==> config.mk <==
export PLATFORM = sky130hd
export DESIGN_NAME = apb_mem_ctrl
export DESIGN_NICKNAME = d
export VERILOG_FILES = /design/src/rtl/apb_mem_ctrl.sv
export SDC_FILE = /design/constraint.sdc
export NUM_CORES = 1
export LEC_CHECK = 0
export ABC_CLOCK_PERIOD_IN_PS = 4500
export BUFFER_PORTS_ARGS = -buffer_cell sky130_fd_sc_hd__buf_2
export CAP_MARGIN = 0
export CELL_PAD_IN_SITES_DETAIL_PLACEMENT = 1
export CELL_PAD_IN_SITES_GLOBAL_PLACEMENT = 1
export CORE_MARGIN = 5
export CORE_UTILIZATION = 39
export CTS_CLUSTER_SIZE = 12
export DETAILED_ROUTE_END_ITERATION = 7
export PLACE_DENSITY_LB_ADDON = 0.1
export RECOVER_POWER = 100
export SYNTH_ARGS = -nofsm -noshare
export SYNTH_HDL_FRONTEND = slang
export SYNTH_SLANG_ARGS = --single-unit
==> constraint.sdc <==
create_clock -name clk -period 4.5 [get_ports clk]
set_input_delay 0.675 -clock clk [delete_from_list [all_inputs] [get_ports clk]]
set_output_delay 0.675 -clock clk [all_outputs]
set_load 0.02 [all_outputs]
==> src/rtl/apb_mem_ctrl.sv <==
`timescale 1ns/1ps
// apb_mem_ctrl: APB slave that turns each transfer into one registered access
// on a combinational-read word memory, with optional wait states and range check.
module apb_mem_ctrl #(
    parameter int ADDR_WIDTH  = 32,
    parameter int DATA_WIDTH  = 32,
    parameter int MEM_SIZE    = 256,
    parameter int WAIT_STATES = 0
) (
    input  logic                         clk,
    input  logic                         rst,
    input  logic                         psel,
    input  logic                         penable,
    input  logic                         pwrite,
    input  logic [ADDR_WIDTH-1:0]        paddr,
    input  logic [DATA_WIDTH-1:0]        pwdata,
    input  logic [3:0]                   pstrb,
    output logic [DATA_WIDTH-1:0]        prdata,
    output logic                         pready,
    output logic                         pslverr,
    output logic [$clog2(MEM_SIZE)-1:0]  mem_address,
    output logic                         mem_wr,
    output logic                         mem_rd,
    output logic [3:0]                   mem_be,
    output logic [DATA_WIDTH-1:0]        mem_data_in,
    input  logic [DATA_WIDTH-1:0]        mem_data_out
);
    localparam int AW = $clog2(MEM_SIZE);
    typedef enum logic [1:0] {IDLE, WAIT, ACCESS, RESP} state_t;
    state_t                state_q;
    logic [AW-1:0]         addr_q;
    logic [DATA_WIDTH-1:0] wdata_q;
    logic [3:0]            strb_q;
    logic                  write_q;
    logic                  err_q;
    logic [2:0]            cnt_q;
    logic [ADDR_WIDTH-1:0] idx_d;
    logic                  setup_d;
    logic                  oor_d;
    logic                  acc_d;
    logic                  write_d;
    logic [AW-1:0]         addr_d;
    logic [DATA_WIDTH-1:0] wdata_d;
    logic [3:0]            strb_d;
    // acc_d marks the edge entering ACCESS; with no wait states that is the setup edge itself
    always_comb begin
        idx_d   = paddr >> 2;
        setup_d = state_q == IDLE && psel && !penable;
        oor_d   = idx_d >= ADDR_WIDTH'(MEM_SIZE);
        acc_d   = (setup_d && !oor_d && WAIT_STATES == 0) ||
                  (state_q == WAIT && psel && cnt_q == 3'(WAIT_STATES - 1));
        addr_d  = state_q == IDLE ? idx_d[AW-1:0] : addr_q;
        wdata_d = state_q == IDLE ? pwdata : wdata_q;
        strb_d  = state_q == IDLE ? pstrb : strb_q;
        write_d = state_q == IDLE ? pwrite : write_q;
    end
    always_ff @(posedge clk or posedge rst) begin
        if (rst) begin
            state_q     <= IDLE;
            addr_q      <= '0;
            wdata_q     <= '0;
            strb_q      <= '0;
            write_q     <= 1'b0;
            err_q       <= 1'b0;
            cnt_q       <= '0;
            prdata      <= '0;
            pready      <= 1'b0;
            pslverr     <= 1'b0;
            mem_address <= '0;
            mem_wr      <= 1'b0;
            mem_rd      <= 1'b0;
            mem_be      <= '0;
            mem_data_in <= '0;
        end else begin
            mem_wr  <= acc_d && write_d && |strb_d;
            mem_rd  <= acc_d && !write_d;
            mem_be  <= !acc_d ? 4'h0 : write_d ? strb_d : 4'hF;
            pready  <= 1'b0;
            pslverr <= 1'b0;
            if (acc_d) begin
                mem_address <= addr_d;
                if (write_d) mem_data_in <= wdata_d;
            end
            case (state_q)
                IDLE: if (setup_d) begin
                    addr_q  <= idx_d[AW-1:0];
                    wdata_q <= pwdata;
                    strb_q  <= pstrb;
                    write_q <= pwrite;
                    err_q   <= oor_d;
                    cnt_q   <= '0;
                    if (oor_d) begin
                        state_q <= RESP;
                        pready  <= 1'b1;
                        pslverr <= 1'b1;
                        prdata  <= '0;
                    end else begin
                        state_q <= WAIT_STATES > 0 ? WAIT : ACCESS;
                    end
                end
                WAIT: begin
                    if (!psel) state_q <= IDLE;
                    else if (acc_d) state_q <= ACCESS;
                    else cnt_q <= cnt_q + 3'd1;
                end
                ACCESS: begin
                    if (!psel) begin
                        state_q <= IDLE;
                    end else begin
                        state_q <= RESP;
                        pready  <= 1'b1;
                        prdata  <= write_q ? '0 : mem_data_out;
                    end
                end
                RESP: begin
                    state_q <= IDLE;
                    err_q   <= 1'b0;
                end
                default: state_q <= IDLE;
            endcase
        end
    end
endmodule

; Word-level counts from Yosys, hierarchy flattened
; Cells that the tools add are included.
[totals]
rom_bits = 0
latch_bits = 0
mem_bits_rw = 0
register_bits = 130
mem_count = 0
[classes]
n_shift = 0
n_reduce_logical = 21
addsub = 1
div_mod_pow = 0
eq_ne = 10
n_lt_le_gt_ge = 1
muxes = 26
n_mul = 0
bitwise = 0
[op_table]
columns = cell, n
row1 = 32-bit 2-to-1 mux, 5
row2 = 32-bit one-hot mux with 2 select lines, 1
row3 = "30-bit by 9-bit >= comparator with 1-bit output, second input constant", 1
row4 = 4-bit 2-to-1 mux, 3
row5 = "2-bit != test, second input constant", 5
row6 = 3-bit 2-to-1 mux, 3
row7 = 1-bit logical AND, 8
row8 = 2-bit 2-to-1 mux, 4
row9 = 8-bit 2-to-1 mux, 1
row10 = 2-bit one-hot mux with 4 select lines, 1
row11 = 4-bit AND reduction, 2
row12 = 1-bit 2-to-1 mux, 6
row13 = 3-bit one-hot mux with 2 select lines, 1
row14 = 2-bit AND reduction, 3
row15 = "2-bit equality test, second input constant", 2
row16 = 2-bit nonzero test, 2
row17 = 4-bit OR reduction, 1
row18 = "3-bit by 1-bit adder with 3-bit output, second input constant", 1
row19 = "3-bit equality test, second input constant", 1
row20 = 1-bit zero test, 3
row21 = "3-bit != test, second input constant", 1
row22 = "2-bit by 1-bit equality test with 1-bit output, second input constant", 1
row23 = 2-bit zero test, 1
row24 = 1-bit one-hot mux with 2 select lines, 1
row25 = 1-bit logical OR, 1

; Longest topological paths before layout
[logic_depth]
word_depth = 8
ltp_mapped = 7
mapped_depth_nobuf = 6

; Worst setup path after synthesis
; OpenSTA, ideal clock, no wires.
[synth_timing]
path_kind = input to register
startpoint = input paddr[12]
endpoint = register mem_data_in[0]
path_stages = 5
setup_time_ps = 125
arrival_time_ps = 2116
slack_ps = 2260
cell_sequence = nor4_1 -> nand4_1 -> a211oi_4 -> buf_6 -> mux2_2
[synth_between]
elab_chain_cells = 5
[synth_lines]
columns = element, line_no
row1 = "start, declared", 15  ; input logic [ADDR_WIDTH-1:0] paddr,
row2 = 30-bit by 9-bit >= comparator with 1-bit output, 49  ; oor_d = idx_d >= ADDR_WIDTH'(MEM_SIZE);
row3 = 1-bit zero test, 50  ; acc_d = (setup_d && !oor_d && WAIT_STATES == 0) ||
row4 = 1-bit logical AND, 50
row5 = 1-bit logical OR, 50
row6 = 2-bit AND reduction (no line), -
row7 = "end signal, assigned", 82  ; if (write_d) mem_data_in <= wdata_d;
row8 = "end, declared", 25  ; output logic [DATA_WIDTH-1:0] mem_data_in,
; Every way passes these cells.
; A chain may end at the register's enable or synchronous reset.

; Final worst setup path
[layout_timing]
startpoint = register state_q[1]
endpoint = register mem_data_in[4]
[layout_between]
elab_chain_cells = 6
word_cells_on_any_way = 11
[layout_lines]
columns = element, line_no
row1 = "start, declared", 30  ; state_t state_q;
row2 = "start signal, assigned", 98  ; state_q <= WAIT_STATES > 0 ? WAIT : ACCESS;
row3 = 2-bit zero test, "48, 53, 55"
row4 = 1-bit logical AND (2 in series), 48  ; setup_d = state_q == IDLE && psel && !penable;
row5 = 1-bit logical AND, 50
row6 = 1-bit logical OR, 50
row7 = 2-bit AND reduction (no line), -
; Parallel ways exist; a longest one is shown, timed or not.

==> flow_metrics.py <==
metrics = {
    "outcome": {
        "status": "finished with violations",
        "violations": "capacitance limit, slew limit",
    },
    "final_layout": {
        "areaGrowthSynthToFinish_pct": 28.7,
        "layout_common_cells": "dfrtp_1 (130), nand2_1 (124), buf_2 (101), mux2_2 (83), clkbuf_1 (83)",
        "antenna_cells": 0,
        "nets": 736,
        "design_area_um2": 7080,
        "final_common_cell": "dfrtp_1",
        "multiInputGateArea_um2": 2090,
        "regArea_um2": 3250,
        "fillers": 1546,
        "layout-drive-gt1-share": 0.354,
    },
    "critical_path": {
        "r2r_cells": 5,
        "arrival_ps": 3610,
        "start_kind": "flip-flop",
        "r2r_start": "state_q[1]$_DFFE_PP0P_",
        "critPathKind": "reg -> reg",
        "crit_fanout": 27,
        "cp_data_required_time_ps": 4790,
        "critical_path.startpoint": "state_q[1]$_DFFE_PP0P_",
        "worstSetupEndpointType": "flip-flop",
    },
    "floorplanning": {
        "core_um2": 13900,
        "die_h_um": 129,
        "die_w_um": 129,
        "start_util": 0.396,
        "io_pins": 185,
        "die_area_um2": 16600,
        "fp-row-count": 43,
    },
    "yosys": {
        "synth-seq-cells": 130,
        "ys_seq_area_frac": 0.591,
        "syn_avg_cell_area_um2": 12.3,
        "syn_area_um2": 5500,
        "synth_edf_count": 0,
        "ys_types": 32,
        "syn_inst": 448,
        "async_flop_share": 1.00,
        "syn-num-nets": 555,
        "ys.warnings.count": 0,
        "synth-main-ff-cell": "dfrtp_1",
    },
    "power": {
        "p_per_area_nw_per_um2": 500,
        "ir_worst_vdd_v": 0.000279,
        "cellInternalPower_mw": 2.57,
        "leakagePower_nw": 3.51,
        "comb_power_share": 0.170,
        "clockPowerShare": 0.415,
        "p_sw_frac": 0.274,
        "seq_power_share": 0.414,
        "power.switching_uw": 970,
    },
    "detailed_routing": {
        "first_pass_iters": 4,
        "vias": 4174,
        "vias_per_cell": 5.08,
        "wirelength_mm": 15.4,
        "ant_nets": 0,
        "drc": 0,
        "drt_iter0_markers": 189,
        "wl_per_cell_um": 18.8,
    },
    "clocking": {
        "postCtsHoldBufs": 0,
        "numCtsBuffers": 17,
        "post_cts_resized": 0,
        "tritoncts": "done",
        "clk_latency_ps": 420,
        "cts.reportedPaths.clkPinSlew_ps": 60,
        "cts.path.max_buffers": 2,
        "clock-sinks": 130,
        "clockRootBuffer": "clkbuf_16",
        "cts-htree-levels": 4,
        "post_cts_buffers": 0,
    },
    "hold_path": {
        "hold_depth": 2,
        "hold_class": "in -> reg",
        "hold_path_startpoint": "mem_data_out[28]",
    },
    "flow_run": {
        "max_cap_viol_count": 2,
    },
    "sta": {
        "drv_slew": 101,
        "setup_tns_ps": 0,
        "slew_headroom": -1.04,
        "tightest_slew_ps": 3040,
        "max_freq_ghz": 0.301,
        "setup_viol": 0,
        "rsz0062_at_grt": "false",
        "fin_crit_ps": 3320,
        "final_hold_viol_count": 0,
        "skew_ps": 5.63,
        "finalCritPeriodShare": 0.737,
    },
    "global_routing": {
        "antenna_found_initial": 0,
        "grt_usage": 0.192,
        "grt_overflow": 0,
        "grt_pass1_wl_mm": 24.7,
        "grt_pass1_vias": 4702,
        "grt_max_degree": 68,
    },
    "place": {
        "place_hpwl_mm": 10.5,
        "place.gp.congestion": 0.761,
        "dpl-instance-area_um2": 6580,
        "io_buffers": 182,
    },
}
## through the flow
stage               cells  hold slack, ps  setup WS (ps)  power (mW)  utilization
global route          822             465            936        3.73        0.510
global placement      790             481           1400        2.06        0.474
CTS                   822             462           1840        3.61        0.520
floorplan             448             464            356        1.88            -
detailed placement    790             480           1410        2.11        0.474
finish                822             479           1180        3.54        0.510
## per-layer routing
layer | global-route usage | up-vias | part of all wire
met4 | 0.0723 | 0 | 0.020
met5 | 0 | - | 0
met3 | 0.0565 | 23 | 0.052
met1 | 0.228 | 2128 | 0.42
met2 | 0.328 | 101 | 0.51
li1 | - | 1922 | -
## cell families (layout without fill, tap and decap cells)
logic type / after synthesis / in the layout / share of synthesized area
buf+inv: 29 / 223 / 0.0296
simple gates: 148 / 148 / 0.116
fa+ha+maj: 2 / 2 / 0.00455
mux: 89 / 89 / 0.181
flops: 130 / 130 / 0.591
compound gates: 50 / 50 / 0.0775
## final timing paths
kind | end | slack, ps
setup / recovery | mem_data_in[4]$_DFFE_PP0P_ | 1180
hold / removal | prdata[28]$_DFFE_PP0P_ | 480
setup reg to reg | mem_data_in[4]$_DFFE_PP0P_ | 1180
hold reg to reg | prdata[8]$_DFFE_PP0P_ | 500
max in group asynchronous | addr_q[3]$_DFFE_PP0P_ | 2000
min in group asynchronous | mem_data_in[10]$_DFFE_PP0P_ | 1120
## Yosys cell counts, drive strengths merged, types with 3 or more instances
cell | number | area [µm²]
nor2b | 3 | 18.8
a21boi | 5 | 37.5
mux2 | 85 | 957
nand2 | 124 | 465
nor2 | 3 | 11.3
dfrtp | 130 | 3250
a22o | 34 | 298
mux2i | 4 | 40.0
o21ai | 3 | 15.0
nor4 | 5 | 31.3
buf | 13 | 103
clkbuf | 14 | 52.6
## flip-flops by register name, indices dropped and copies added (netlist names)
signal / cells
addr_q: 8
cnt_q: 3
mem_address: 8
mem_be: 4
mem_data_in: 32
mem_rd: 1
mem_wr: 1
prdata: 32
pready: 1
pslverr: 1
state_q: 2
strb_q: 4
wdata_q: 32
write_q: 1
## cell type report
type,instances,share of cell area
flip-flops and latches,130,0.459
multi-input cells,289,0.295
repair buffers,189,0.122
clock buffers,19,0.0640
well taps,180,0.0318
clock inverters,13,0.0260
inverters,2,0.00124
## worst max-delay path, stage by stage (launching register included)
cell	delay, ps
dfrtp_1	520
nor4b_1	590
o22ai_1	150
a211oi_1	1000
buf_4	510
mux2_2	390
## power groups by stage
stage / registers (mW) / clock network (mW) / logic (mW)
final: 1.47 / 1.47 / 0.604
after global routing: 1.49 / 1.56 / 0.677
after CTS: 1.47 / 1.50 / 0.635
after detailed placement: 1.48 / 0 / 0.630
after global placement: 1.47 / 0 / 0.595
after floorplan: 1.51 / 0 / 0.371
(Power assumes the default switching activity.)
